--- src/rtl/ahb_arb_2to1.sv ---
// Two-master to one-slave AHB arbiter feeding an AHB-to-AXI4 bridge; one buffered transfer per master.
// Define AHB_ARB_LOCK_EN to honour hmastlock (grant lock); otherwise hmastlock is ignored.
module ahb_arb_2to1 #(
   parameter int unsigned FIXED_PRIO = 0
) (
   input  logic        clk,
   input  logic        rst_l,
   input  logic [31:0] m0_haddr,
   input  logic [2:0]  m0_hsize,
   input  logic [3:0]  m0_hprot,
   input  logic [1:0]  m0_htrans,
   input  logic        m0_hwrite,
   input  logic        m0_hmastlock,
   input  logic [2:0]  m0_hburst,
   input  logic [63:0] m0_hwdata,
   output logic [63:0] m0_hrdata,
   output logic        m0_hready,
   output logic        m0_hresp,
   input  logic [31:0] m1_haddr,
   input  logic [2:0]  m1_hsize,
   input  logic [3:0]  m1_hprot,
   input  logic [1:0]  m1_htrans,
   input  logic        m1_hwrite,
   input  logic        m1_hmastlock,
   input  logic [2:0]  m1_hburst,
   input  logic [63:0] m1_hwdata,
   output logic [63:0] m1_hrdata,
   output logic        m1_hready,
   output logic        m1_hresp,
   output logic [31:0] s_haddr,
   output logic [2:0]  s_hsize,
   output logic [3:0]  s_hprot,
   output logic [1:0]  s_htrans,
   output logic        s_hwrite,
   output logic        s_hmastlock,
   output logic [2:0]  s_hburst,
   output logic        s_hsel,
   output logic        s_hreadyin,
   output logic [63:0] s_hwdata,
   input  logic [63:0] s_hrdata,
   input  logic        s_hreadyout,
   input  logic        s_hresp
);

   typedef enum logic [1:0] {ST_IDLE, ST_WAIT, ST_DATA} state_t;

   typedef struct packed {
      logic [31:0] addr;
      logic [2:0]  size;
      logic [3:0]  prot;
      logic        write;
      logic        lock;
   } xfer_t;

   state_t     state     [2];
   state_t     state_nxt [2];
   xfer_t      cur       [2];
   xfer_t      bufr      [2];
   xfer_t      sel;
   logic [1:0] req;
   logic [1:0] cap;
   logic [1:0] elig;
   logic [1:0] hready;
   logic [1:0] hresp;
   logic       issue;
   logic       gnt;
   logic       last_gnt;
   logic       own_vld;
   logic       own_id;
   logic       lock_on;
   logic       lock_id;
   logic       unused;

   assign req    = {m1_htrans[1], m0_htrans[1]};
   assign cur[0] = {m0_haddr, m0_hsize, m0_hprot, m0_hwrite, m0_hmastlock};
   assign cur[1] = {m1_haddr, m1_hsize, m1_hprot, m1_hwrite, m1_hmastlock};

   // A held lock restricts eligibility to the locking master.
   always_comb begin
      elig = '0;
      for (int unsigned i = 0; i < 2; i++) begin
         elig[i] = (state[i] == ST_WAIT) && (!lock_on || (lock_id == 1'(i)));
      end
      gnt = 1'b0;
      if (elig == 2'b11) begin
         gnt = (FIXED_PRIO != 0) ? 1'b0 : ~last_gnt;
      end else if (elig == 2'b10) begin
         gnt = 1'b1;
      end
      issue = s_hreadyout && (elig != 2'b00);
   end

   always_comb begin
      for (int unsigned i = 0; i < 2; i++) begin
         state_nxt[i] = state[i];
         cap[i]       = 1'b0;
         hready[i]    = 1'b0;
         hresp[i]     = 1'b0;
         case (state[i])
            ST_IDLE: begin
               hready[i] = 1'b1;
               if (req[i]) begin
                  state_nxt[i] = ST_WAIT;
                  cap[i]       = 1'b1;
               end
            end
            ST_WAIT: begin
               if (issue && (gnt == 1'(i))) begin
                  state_nxt[i] = ST_DATA;
               end
            end
            ST_DATA: begin
               hready[i] = s_hreadyout;
               hresp[i]  = s_hresp;
               if (s_hreadyout) begin
                  state_nxt[i] = req[i] ? ST_WAIT : ST_IDLE;
                  cap[i]       = req[i];
               end
            end
            default: state_nxt[i] = ST_IDLE;
         endcase
      end
   end

   always_ff @(posedge clk or negedge rst_l) begin
      if (!rst_l) begin
         for (int unsigned i = 0; i < 2; i++) begin
            state[i] <= ST_IDLE;
         end
         last_gnt <= 1'b1;
         own_vld  <= 1'b0;
         own_id   <= 1'b0;
      end else begin
         for (int unsigned i = 0; i < 2; i++) begin
            state[i] <= state_nxt[i];
         end
         if (issue) begin
            last_gnt <= gnt;
            own_vld  <= 1'b1;
            own_id   <= gnt;
         end else if (s_hreadyout) begin
            own_vld  <= 1'b0;
         end
      end
   end

   always_ff @(posedge clk) begin
      for (int unsigned i = 0; i < 2; i++) begin
         if (cap[i]) begin
            bufr[i] <= cur[i];
         end
      end
   end

`ifdef AHB_ARB_LOCK_EN
   // Every issue comes from the lock holder while locked, so reloading both fields on issue is exact.
   always_ff @(posedge clk or negedge rst_l) begin
      if (!rst_l) begin
         lock_on <= 1'b0;
         lock_id <= 1'b0;
      end else if (issue) begin
         lock_on <= sel.lock;
         lock_id <= gnt;
      end
   end
   assign s_hmastlock = sel.lock;
   assign unused      = ^{m0_hburst, m1_hburst, m0_htrans[0], m1_htrans[0]};
`else
   assign lock_on     = 1'b0;
   assign lock_id     = 1'b0;
   assign s_hmastlock = 1'b0;
   assign unused      = ^{m0_hburst, m1_hburst, m0_htrans[0], m1_htrans[0], sel.lock, lock_id};
`endif

   assign sel        = bufr[gnt];
   assign s_haddr    = sel.addr;
   assign s_hsize    = sel.size;
   assign s_hprot    = sel.prot;
   assign s_hwrite   = sel.write;
   assign s_htrans   = issue ? 2'b10 : 2'b00;
   assign s_hsel     = issue;
   assign s_hburst   = '0;
   assign s_hreadyin = s_hreadyout;
   assign s_hwdata   = own_vld ? (own_id ? m1_hwdata : m0_hwdata) : '0;

   assign m0_hrdata  = s_hrdata;
   assign m1_hrdata  = s_hrdata;
   assign m0_hready  = hready[0];
   assign m1_hready  = hready[1];
   assign m0_hresp   = hresp[0];
   assign m1_hresp   = hresp[1];

endmodule

--- config.mk ---
export PLATFORM = sky130hd
export DESIGN_NAME = ahb_arb_2to1
export DESIGN_NICKNAME = d
export VERILOG_FILES = /design/src/rtl/ahb_arb_2to1.sv
export SDC_FILE = /design/constraint.sdc
export NUM_CORES = 1
export LEC_CHECK = 0
export CORE_AREA = 5 5 203 205
export CTS_CLUSTER_SIZE = 16
export DETAILED_ROUTE_END_ITERATION = 8
export DIE_AREA = 0 0 208 210
export GPL_TIMING_DRIVEN = 1
export PLACE_DENSITY = 0.51
export SLEW_MARGIN = 20
export SYNTH_ARGS = -nofsm -noshare
export SYNTH_HDL_FRONTEND = slang
export SYNTH_SLANG_ARGS = --single-unit
--- constraint.sdc ---
create_clock -name clk -period 2.55 [get_ports clk]
set_input_delay 0.3825 -clock clk [delete_from_list [all_inputs] [get_ports clk]]
set_output_delay 0.3825 -clock clk [all_outputs]
set_load 0.1 [all_outputs]
==> impl_metrics.ini <==
[run_status]
status = finished, final reports clean

[sta]
tns_ps = 0
final-setup-viol-count = 0
skew_ps = 13.7
fin_crit_sh_pct = 93.3
worst_pin_slew_ps = 543
setup_ws_ps = 171
max_slew_margin_pct = 62.8
hold_violations = 0
rsz0062_at_grt = false
max_freq_mhz = 420
drv_slew = 0
period_needed_ps = 2380

[placed_design]
io_buffer_count = 324
detailed_place_hpwl_um = 19000
dp.cells = 1152
preCtsSetupSlack_ps = 305
gp_congestion = 0.815

[logic_synthesis]
synth.most_common_cell = buf_4
yosys.area.top_type = edfxtp_1
synth_seq_area_share_pct = 47.9
synthXorXnorAreaFrac_pct = 0
synth_top_cells_by_area = edfxtp_1 45%, buf_4 20%, mux2i_1 12%
ys_ff_latch = 87
synthCells = 437
synthAdderAreaFrac_pct = 0
synth_top_family_by_area = multiplexers
synth_warnings = 0
synth_cell_types = 31
synthDominantCellAreaShare_pct = 44.6
synth_common_cells = 140 x buf_4, 80 x edfxtp_1, 65 x nor2_1
avgSynthCellArea_um2 = 12.3
synth-edff-count = 80
async_reset_ff_share_pct = 8.05
synthSimpleGateAreaFrac_pct = 6.13
synthesis.area_mm2 = 0.00539
synth_top_flop_cell = edfxtp_1
synthMuxAreaShare_pct = 22.7
synth_compound_area_share_pct = 1.42

[setup_path]
reg2reg_slack_ps = 1060
cp_common_cell = buf_12
path_delay_family = simple AND/OR/NAND/NOR gates
end_kind = output port
crit_cells = 5
startpoint = state[3]
path_cells = nand3b_2 -> nand2_8 -> buf_12 -> mux2_4 -> buf_12
reg2reg_depth = 3
r2r_end = bufr[1][31]
required_ps = 2170
path_buf_inv = 2
cp-start-kind = register
crit_fanout = 21
setup.worst_path.end = s_haddr[24]
critical_path_class = register to output port
crit_arrival_ps = 2000
r2r-start = state[1]
max_stage_delay_ps = 420
slowest_stage = dfrtp_1

[power]
ir_drop_v = 0.000835
p_per_area_mw_per_mm2 = 1610
p_leak_nw = 3.78

[hold_path]
min_path_type = input pin to async pin

[detailed_routing]
dr.pass1.iters = 4
drtIter0Drc = 97
finalWirelength_um = 22300
antenna_left = 0
viasPerCell = 3.30
drc = 0
via_count = 3852
avgRoutedWirePerCell_um = 19.1

[clocking]
htree_levels = 3
clock_latency_ps = 340
cts_num_sinks = 87
hold_buffers = 0
root_buffer = clkbuf_16
cts_buffers = 9
clk_path_buf_depth = 2
cts.clk_slew.worst_paths_ps = 60
cts_setup_buffers = 0
cts_tree = built
postCtsResizedCells = 0

[cells_and_area]
drive_above_1_share_pct = 30.3
syn2layout_area_growth_pct = 81.1
diodes = 0
layout.cells.non_filler = 1168
final_nets = 926

[global_route]
track_usage_pct = 9.70
grt_max_degree = 56
overflow = 0
antenna_found_initial = 0
grt_pass1_vias = 4280
grt_first_pass_wirelength_um = 31200

[run]
cap_violations = 0

[die]
start_util_pct = 13.7
die_y_um = 210
die_x_um = 208
die_area_mm2 = 0.0437
io_pins = 532
rows = 73
core_area_mm2 = 0.0393
-- area by class of cell --
cell class	count	area (µm²)
clock buffers	9	225
multi-input cells	196	1670
repair buffers	339	4500
fillers	4102	29500
inverters	5	18.8
flip-flops and latches	87	2580
well taps	525	657
clock inverters	7	97.6
-- worst reg2reg max path: stages, from the launching register on --
cell	delay [ps]
dfrtp_1	460
a21oi_4	230
and2_2	280
buf_12	220
-- power breakdown --
| group | total (mW) | leakage (nW) | switching (mW) | internal, mW |
|---|---|---|---|---|
| combinational | 12.2 | 2.78 | 7.88 | 4.33 |
| clock | 1.39 | 0.158 | 0.600 | 0.792 |
| sequential | 2.15 | 0.833 | 0.206 | 1.95 |
| total | 15.8 | 3.78 | 8.69 | 7.07 |
-- stage by stage --
step	utilization [%]	area (µm²)	total power, mW	hold WS, ps
after global placement	24.0	9430	14.5	482
after global routing	24.8	9760	16.3	342
final	24.8	9760	15.8	311
after floorplan	-	5420	10.9	86.9
after CTS	24.8	9750	16.0	319
after detailed placement	24.0	9430	14.5	489
-- placed cells by master (no fill, tap or decap), types with 3 or more instances in the layout --
cell type and count:
clkbuf_16 9, dfrtp_1 5, nor2_1 65, conb_1 5, inv_8 3, clkdlybuf4s50_1 213
mux2_2 5, buf_4 12, mux2_4 35, inv_1 4, o21ai_0 3, buf_12 114
mux2i_1 64, edfxtp_1 80
-- kinds of logic after synthesis --
kind of cell,count (synthesis)
buffers and inverters,158
muxes,104
DFF,87
and+or+nand+nor,76
AOI/OAI and AO/OA,11
other,1
-- layer usage --
metal	track usage [%]	vias up	part of all wire, %	routed length (µm)
li1	-	1773	-	-
met1	10.2	1745	35	7890
met2	16.4	275	49	10900
met3	5.21	59	12	2680
met4	3.87	0	3.7	834
met5	0	-	0	0
-- registers in the layout (all words and copies together), names as in the netlist --
register  flops
own_vld       1
bufr         80
state         4
last_gnt      1
own_id        1
-- how the worst min path moves through the flow --
stage          startpoint        to  cells after the start
2_1_floorplan       rst_l    own_id                      0
3_3_place_gp     last_gnt  last_gnt                      1
3_5_place_dp     last_gnt  last_gnt                      1
4_1_cts             rst_l  state[0]                      1
5_1_grt             rst_l  state[2]                      1
6_report            rst_l  state[0]                      1
Power figures use the tool's default switching activity.
